===== src/rtl/dual_port_ram_stream_reader_if.sv =====
// Bundle of command, RAM read-port and output-stream signals for the
// dual-port RAM stream reader. "master" is the reader's view, "slave" is
// the view of the environment (command source, RAM and stream sink).
interface dual_port_ram_stream_reader_if #(
  parameter int ADDR_WIDTH = 1,
  parameter int WORD_SIZE  = 8,
  parameter int WORDS      = 2
);
  localparam int ELM_W     = $clog2(WORDS);
  localparam int LEN_WIDTH = ADDR_WIDTH + ELM_W + 1;

  // command
  logic                  start;
  logic [ADDR_WIDTH-1:0] baseAddr;
  logic [ELM_W-1:0]      baseElm;
  logic [LEN_WIDTH-1:0]  length;
  // RAM read port
  logic [ADDR_WIDTH-1:0] raddr;
  logic [ELM_W-1:0]      raddrElm;
  logic [WORD_SIZE-1:0]  q;
  // output stream
  logic [WORD_SIZE-1:0]  outData;
  logic                  outValid;
  logic                  outReady;
  logic                  outLast;
  // status
  logic                  busy;
  logic                  done;

  modport master (
    input  start, baseAddr, baseElm, length, q, outReady,
    output raddr, raddrElm, outData, outValid, outLast, busy, done
  );

  modport slave (
    output start, baseAddr, baseElm, length, q, outReady,
    input  raddr, raddrElm, outData, outValid, outLast, busy, done
  );
endinterface


===== src/rtl/dual_port_ram_stream_reader.sv =====
// Read-side controller for the banked simple dual-port line/frame buffer RAM.
// A start command sweeps (addr, elm) positions element-first, absorbs the
// RAM's one-cycle read latency and streams the elements out through a
// 3-entry FIFO with full throughput and lossless backpressure.
//
// raddr/raddrElm are registers: the decision to read in a cycle is taken at
// the edge before it, using the occupancy and in-flight flag that will hold
// in that cycle. issue_r marks a cycle whose raddr is a real read.
module dual_port_ram_stream_reader #(
  parameter int ADDR_WIDTH = 1,
  parameter int WORD_SIZE  = 8,
  parameter int WORDS      = 2
) (
  input logic                          clk,
  input logic                          reset,
  dual_port_ram_stream_reader_if.master bus
);
  localparam int ELM_W     = $clog2(WORDS);
  localparam int LEN_WIDTH = ADDR_WIDTH + ELM_W + 1;
  localparam int POS_W     = ADDR_WIDTH + ELM_W;

  typedef enum logic [1:0] {
    IDLE  = 2'd0,
    RUN   = 2'd1,
    DRAIN = 2'd2
  } state_t;

  state_t                state_r;
  logic [ADDR_WIDTH-1:0] next_addr_r;     // next position to read
  logic [ELM_W-1:0]      next_elm_r;
  logic [ADDR_WIDTH-1:0] raddr_r;         // position presented to the RAM
  logic [ELM_W-1:0]      raddr_elm_r;
  logic [LEN_WIDTH-1:0]  remain_r;        // reads not yet scheduled
  logic                  issue_r;         // raddr this cycle is a real read
  logic                  issue_last_r;    // ... and it is the final one
  logic                  inflight_r;      // q this cycle belongs to a read
  logic                  inflight_last_r;
  logic [WORD_SIZE-1:0]  fifo_data_r [3]; // entry 0 is the head
  logic [2:0]            fifo_last_r;
  logic [1:0]            occ_r;
  logic                  valid_r;
  logic                  busy_r;
  logic                  done_r;

  logic [WORD_SIZE-1:0]  fifo_data_s [3];
  logic [2:0]            fifo_last_s;
  logic [1:0]            occ_s;
  logic [1:0]            wr_idx_s;
  logic                  pop_s;
  logic                  credit_ok_s;
  logic                  last_hs_s;
  logic                  start_ok_s;

  // Element-first position step; the word address wraps silently.
  function automatic logic [POS_W-1:0] advance(input logic [ADDR_WIDTH-1:0] addr,
                                               input logic [ELM_W-1:0]      elm);
    logic [ADDR_WIDTH-1:0] a;
    logic [ELM_W-1:0]      e;
    if (elm == ELM_W'(WORDS - 1)) begin
      e = '0;
      a = addr + ADDR_WIDTH'(1);
    end else begin
      e = elm + ELM_W'(1);
      a = addr;
    end
    return {a, e};
  endfunction

  assign pop_s      = valid_r & bus.outReady;
  assign last_hs_s  = pop_s & fifo_last_r[0];
  assign start_ok_s = (state_r == IDLE) & ~busy_r & bus.start;
  assign occ_s      = occ_r - {1'b0, pop_s} + {1'b0, inflight_r};
  // Room for one more read in the coming cycle, counting the one landing now.
  assign credit_ok_s = ({1'b0, occ_s} + {2'b00, issue_r}) < 3'd3;

  // Output FIFO next state: shift out the head on pop, then append returning data.
  always_comb begin
    fifo_data_s[0] = fifo_data_r[0];
    fifo_data_s[1] = fifo_data_r[1];
    fifo_data_s[2] = fifo_data_r[2];
    fifo_last_s    = fifo_last_r;
    wr_idx_s       = occ_r;
    if (pop_s) begin
      fifo_data_s[0] = fifo_data_r[1];
      fifo_data_s[1] = fifo_data_r[2];
      fifo_last_s    = {1'b0, fifo_last_r[2:1]};
      wr_idx_s       = occ_r - 2'd1;
    end else begin
      wr_idx_s       = occ_r;
    end
    if (inflight_r) begin
      case (wr_idx_s)
        2'd0: begin
          fifo_data_s[0] = bus.q;
          fifo_last_s[0] = inflight_last_r;
        end
        2'd1: begin
          fifo_data_s[1] = bus.q;
          fifo_last_s[1] = inflight_last_r;
        end
        2'd2: begin
          fifo_data_s[2] = bus.q;
          fifo_last_s[2] = inflight_last_r;
        end
        default: begin
          fifo_last_s = fifo_last_s;
        end
      endcase
    end else begin
      wr_idx_s = wr_idx_s;
    end
  end

  // Command FSM, read scheduling, FIFO storage and status flags.
  always_ff @(posedge clk or posedge reset) begin
    if (reset) begin
      state_r         <= IDLE;
      next_addr_r     <= '0;
      next_elm_r      <= '0;
      raddr_r         <= '0;
      raddr_elm_r     <= '0;
      remain_r        <= '0;
      issue_r         <= 1'b0;
      issue_last_r    <= 1'b0;
      inflight_r      <= 1'b0;
      inflight_last_r <= 1'b0;
      for (int i = 0; i < 3; i++) begin
        fifo_data_r[i] <= '0;
      end
      fifo_last_r     <= 3'b000;
      occ_r           <= 2'd0;
      valid_r         <= 1'b0;
      busy_r          <= 1'b0;
      done_r          <= 1'b0;
    end else begin
      for (int i = 0; i < 3; i++) begin
        fifo_data_r[i] <= fifo_data_s[i];
      end
      fifo_last_r     <= fifo_last_s;
      occ_r           <= occ_s;
      valid_r         <= (occ_s != 2'd0);
      inflight_r      <= issue_r;
      inflight_last_r <= issue_last_r;
      issue_r         <= 1'b0;
      issue_last_r    <= 1'b0;
      done_r          <= 1'b0;
      if (done_r) begin
        busy_r <= 1'b0;
      end else begin
        busy_r <= busy_r;
      end

      case (state_r)
        IDLE: begin
          if (start_ok_s && (bus.length != LEN_WIDTH'(0))) begin
            raddr_r                   <= bus.baseAddr;
            raddr_elm_r               <= bus.baseElm;
            {next_addr_r, next_elm_r} <= advance(bus.baseAddr, bus.baseElm);
            remain_r                  <= bus.length - LEN_WIDTH'(1);
            issue_r                   <= 1'b1;
            issue_last_r              <= (bus.length == LEN_WIDTH'(1));
            busy_r                    <= 1'b1;
            state_r                   <= (bus.length == LEN_WIDTH'(1)) ? DRAIN : RUN;
          end else if (start_ok_s) begin
            // empty command: acknowledge without reading or going busy
            done_r <= 1'b1;
          end else begin
            state_r <= IDLE;
          end
        end
        RUN: begin
          if (credit_ok_s) begin
            raddr_r                   <= next_addr_r;
            raddr_elm_r               <= next_elm_r;
            {next_addr_r, next_elm_r} <= advance(next_addr_r, next_elm_r);
            remain_r                  <= remain_r - LEN_WIDTH'(1);
            issue_r                   <= 1'b1;
            issue_last_r              <= (remain_r == LEN_WIDTH'(1));
            state_r                   <= (remain_r == LEN_WIDTH'(1)) ? DRAIN : RUN;
          end else begin
            state_r <= RUN;
          end
        end
        DRAIN: begin
          if (last_hs_s) begin
            done_r  <= 1'b1;
            state_r <= IDLE;
          end else begin
            state_r <= DRAIN;
          end
        end
        default: begin
          state_r <= IDLE;
        end
      endcase
    end
  end

  assign bus.raddr    = raddr_r;
  assign bus.raddrElm = raddr_elm_r;
  assign bus.outData  = fifo_data_r[0];
  assign bus.outLast  = fifo_last_r[0];
  assign bus.outValid = valid_r;
  assign bus.busy     = busy_r;
  assign bus.done     = done_r;
endmodule


===== src/flat_wrapper.sv =====
// flat-port wrapper written by rule: the top's interface ports become plain ports
module dual_port_ram_stream_reader_flat 
#(
  parameter int ADDR_WIDTH = 1,
  parameter int WORD_SIZE  = 8,
  parameter int WORDS      = 2
)
  (clk, reset, bus_start, bus_baseAddr, bus_baseElm, bus_length, bus_q, bus_outReady, bus_raddr, bus_raddrElm, bus_outData, bus_outValid, bus_outLast, bus_busy, bus_done);
  dual_port_ram_stream_reader_if #(.ADDR_WIDTH(ADDR_WIDTH), .WORD_SIZE(WORD_SIZE), .WORDS(WORDS)) bus_i ();
  input logic clk;
  input logic reset;
  input wire logic [$bits(bus_i.start)-1:0] bus_start;
  input wire logic [$bits(bus_i.baseAddr)-1:0] bus_baseAddr;
  input wire logic [$bits(bus_i.baseElm)-1:0] bus_baseElm;
  input wire logic [$bits(bus_i.length)-1:0] bus_length;
  input wire logic [$bits(bus_i.q)-1:0] bus_q;
  input wire logic [$bits(bus_i.outReady)-1:0] bus_outReady;
  output wire logic [$bits(bus_i.raddr)-1:0] bus_raddr;
  output wire logic [$bits(bus_i.raddrElm)-1:0] bus_raddrElm;
  output wire logic [$bits(bus_i.outData)-1:0] bus_outData;
  output wire logic [$bits(bus_i.outValid)-1:0] bus_outValid;
  output wire logic [$bits(bus_i.outLast)-1:0] bus_outLast;
  output wire logic [$bits(bus_i.busy)-1:0] bus_busy;
  output wire logic [$bits(bus_i.done)-1:0] bus_done;
  assign bus_i.start = bus_start;
  assign bus_i.baseAddr = bus_baseAddr;
  assign bus_i.baseElm = bus_baseElm;
  assign bus_i.length = bus_length;
  assign bus_i.q = bus_q;
  assign bus_i.outReady = bus_outReady;
  assign bus_raddr = bus_i.raddr;
  assign bus_raddrElm = bus_i.raddrElm;
  assign bus_outData = bus_i.outData;
  assign bus_outValid = bus_i.outValid;
  assign bus_outLast = bus_i.outLast;
  assign bus_busy = bus_i.busy;
  assign bus_done = bus_i.done;
  dual_port_ram_stream_reader #(.ADDR_WIDTH(ADDR_WIDTH), .WORD_SIZE(WORD_SIZE), .WORDS(WORDS)) u_core (.clk(clk), .reset(reset), .bus(bus_i));
endmodule

===== config.mk =====
export PLATFORM = sky130hd
export DESIGN_NAME = dual_port_ram_stream_reader_flat
export DESIGN_NICKNAME = d
export VERILOG_FILES = /design/src/rtl/dual_port_ram_stream_reader_if.sv /design/src/rtl/dual_port_ram_stream_reader.sv /design/src/flat_wrapper.sv
export SDC_FILE = /design/constraint.sdc
export NUM_CORES = 1
export LEC_CHECK = 0
export BUFFER_PORTS_ARGS = -buffer_cell sky130_fd_sc_hd__buf_2
export CELL_PAD_IN_SITES_DETAIL_PLACEMENT = 0
export CELL_PAD_IN_SITES_GLOBAL_PLACEMENT = 2
export CORE_AREA = 2 2 77 79
export DETAILED_ROUTE_END_ITERATION = 6
export DIE_AREA = 0 0 79 81
export PLACE_DENSITY = 0.85
export SETUP_SLACK_MARGIN = 0.15
export SYNTH_ARGS = -nofsm -noshare
export SYNTH_HDL_FRONTEND = slang
export SYNTH_SLANG_ARGS = --single-unit

===== constraint.sdc =====
create_clock -name clk -period 5.65 [get_ports clk]
set_input_delay 0.2825 -clock clk [delete_from_list [all_inputs] [get_ports clk]]
set_output_delay 0.2825 -clock clk [all_outputs]
set_load 0.005 [all_outputs]

==> out/results.tsv <==
stage	metric	value	unit
outcome	status	finished clean	
routing	final wirelength	3770	um
yosys	Post-synth EDFFs	0	
sta	Worst Tran Pin Value	0.7913	ns
yosys	syn_area_per_cell	12.17	sq um
placement	hpwl dp	2653	um
yosys	FF+latch count, synth	45	
routing	average wire per standard cell	13.23	um
yosys	share of the synthesized area in the top cell type	50.31	%
floorplan	row count	28	
placement	# port buffers	30	
routing	met2 wire len	1807	um
clock_network	CTS Sinks	45	
routing	antenna viol nets, final	0	
yosys	asr flop ratio synth	100.0	%
sta	Slew Limit Headroom	47.09	%
routing	routed vias/inst	4.877	
clock_network	clk slew on worst S/H paths	0.08	ns
clock_network	Post CTS Setup Buffer Count	0	
placement	Placer Congestion	0.7121	
sta	Fin Setup TNS	0	ns
placement	Post-DP Area	0.002405	sq mm
yosys	syn nets	209	
yosys	sequential area share after synthesis	50.31	%
critical_path	max incr delay on CP	0.40	ns
power_and_ir_drop	PD cells	491.4	mW/mm^2
critical_path	worst-path maximum fanout	15	
routing	DR iter-0 viols	73	
grt	vias in the first global route	1406	
clock_network	clock root buffer master	clkbuf_8	
yosys	Yosys warnings	0	
sta	unrepaired setup endpoints after global routing	no	
critical_path	CP cell instances	nand2_2 > xnor2_1 > ha_1 > xnor2_1 > xnor2_1 > ha_1 > a21oi_1 > nand2_1 > nand2_1 > o221a_2	
sta	hold slack	0.1143	ns
final_layout	antenna cell count	0	
sta	Fmax	360.2	MHz
clock_network	CTS tree	built	
clock_network	H-tree Lvls	2	
power_and_ir_drop	Peak VDD IR	0.1985	mV
routing	DR pass1 iterations	4	
grt	antenna violations before repair	0	
routing	DRC violations left	0	
yosys	top cells by count, synth	dfrtp_1 (45), mux2_2 (23), a21oi_1 (12)	
routing	Met3 Routed Length	120	um
yosys	most numerous cell in the Yosys netlist	dfrtp_1	
critical_path	crit path kind	reg -> reg	
grt	total grt overflow	0	
grt	largest net degree at the start of global routing	46	
power_and_ir_drop	Lkg Pwr	1.179	nW
flow_run	max-cap viol count	0	
final_layout	layout cells sized above 1	35.71	%
critical_path	Critical Path Sink Type	flip-flop	
floorplan	Die Wd	79	um
clock_network	clock buffer count from CTS	5	
critical_path	WP data arrival	3.01	ns
yosys	post-synthesis cell area	0.002238	sq mm
critical_path	Startpoint Class	flip-flop	
critical_path	Slowest-stage cell, CP	dfrtp_1	
sta	Final Critical Period	2.776	ns
yosys	top_reg_cell synth	dfrtp_1	
clock_network	Clock Latency Late Sink	0.29	ns
final_layout	fin area	0.002495	sq mm
clock_network	post-cts sizing count	0	
sta	final setup fails	0	
sta	fin. max-slew vios	0	
critical_path	crit-path most repeated cell	xnor2_1	
clock_network	hold_buf cts	0	
yosys	Mapped Cells	184	
floorplan	die height	81	um
floorplan	I/O pins	31	
floorplan	die area	0.006399	sq mm
floorplan	Initial Utilization	39.44	%
sta	final hold vios	0	
critical_path	Critical Path RT	5.89	ns
yosys	top cells by area, synth	dfrtp_1 (50%), mux2_2 (12%), mux2i_1 (4.9%), ha_1 (4.5%), a21oi_1 (2.7%)	
sta	Fin Clk Skew	0.007182	ns
worst_hold_path	Hold Crit Class	in -> async	
final_layout	Area growth syn-to-layout	11.46	%
routing	M1 wire length	1802	um
routing	uppermost layer routed	met4	
yosys	Synth area leader	dfrtp_1	
sta	Tcrit/Tclk final	49.14	%
yosys	Cell variety after synth	48	
floorplan	CORE AREA	0.005675	sq mm
routing	Vias	1390	
clock_network	maximum buffer depth of the clock tree	2	
grt	Tot GR Track Use	13.33	%
grt	first-pass GRT wire length	6582	um
final_layout	Final Net Count	235	
==> where the power goes <==
part	leakage (nW)	total [mW]	switching (mW)	internal, mW
clock	0.0433	0.204	0.107	0.0968
sequential	0.556	0.553	0.0920	0.461
combinational	0.580	0.469	0.217	0.252
==> cell type report <==
class | count | area [sq um]
fillers | 554 | 3181
flip-flops and latches | 45 | 1126
multi-input cells | 118 | 993.5
repair buffers | 31 | 157.7
well taps | 75 | 93.84
clock buffers | 6 | 82.58
inverters | 9 | 33.78
clock inverters | 1 | 7.507
==> metal layers <==
metal,vias to the layer above,track usage [%]
li1,698,-
met1,664,16.77
met2,24,22.46
met3,4,3.000
met4,0,5.172
met5,-,0
==> final timing paths <==
| kind | from | end | slack, ns | cells after the start |
|---|---|---|---|---|
| setup / recovery | u_core.bus.outValid | u_core.bus.raddrElm | 2.87 | 10 |
| max in group asynchronous | reset | u_core.fifo_data_r[15] | 5.15 | 3 |
| hold / removal | reset | u_core.occ_r[0] | 0.11 | 3 |
| setup reg to reg | u_core.bus.outValid | u_core.bus.raddrElm | 2.87 | 10 |
| hold reg to reg | u_core.issue_last_r | u_core.inflight_last_r | 0.35 | 0 |
| min in group clk | bus_q[4] | u_core.fifo_data_r[12] | 0.25 | 2 |
==> worst max-delay path, delay by kind of cell, from the launching register on <==
family / cells / cell delay [ns]
AND/OR/NAND/NOR: 3 / 0.74
XOR/XNOR: 3 / 0.60
AO/OA/AOI/OAI: 2 / 0.49
adder cells (fa/ha/maj): 2 / 0.47
flip-flops: 1 / 0.40
==> registers in the layout (all words and copies together) (netlist names), 2 cells and up <==
signal / flops
u_core.state_r: 2
u_core.remain_r: 3
u_core.fifo_data_r: 16
u_core.bus.outData: 8
u_core.fifo_last_r: 3
u_core.occ_r: 2
==> cells in the final DEF, fill, tap and decap left out, types with 2 or more instances in the layout <==
cell / synthesis / final
dfrtp_1: 45 / 45
buf_2: 2 / 30
mux2_2: 23 / 23
a21oi_1: 12 / 12
nor2_1: 11 / 11
mux2i_1: 11 / 11
ha_1: 8 / 8
inv_1: 8 / 7
clkbuf_8: 0 / 6
nand2b_1: 5 / 5
xnor2_1: 4 / 4
o21ai_0: 4 / 4
nand2_1: 3 / 3
nand2_2: 2 / 2
and2_1: 2 / 2
o211ai_1: 2 / 2
o22a_1: 2 / 2
nand3_1: 2 / 2
==> cell families (layout without fill, tap and decap cells) <==
family / after synthesis / after routing / share of synthesized area [%]
simple gates: 34 / 34 / 8.832
fa+ha+maj: 8 / 8 / 4.472
xor+xnor: 5 / 5 / 1.956
buf+inv: 21 / 47 / 5.310
compound gates: 36 / 36 / 12.13
flops: 45 / 45 / 50.31
mux: 35 / 35 / 16.99
==> stage by stage <==
step	utilization (%)	worst slack, ns	std cells	total power, mW
6_report	43.96	2.874	285	1.226
5_1_grt	43.96	2.615	285	1.334
4_1_cts	43.96	2.807	285	1.247
3_5_place_dp	42.37	2.834	278	1.042
3_3_place_gp	42.37	2.918	278	1.030
2_1_floorplan	-	3.121	184	0.9502
Note: power is estimated with default switching activity, not from simulation.
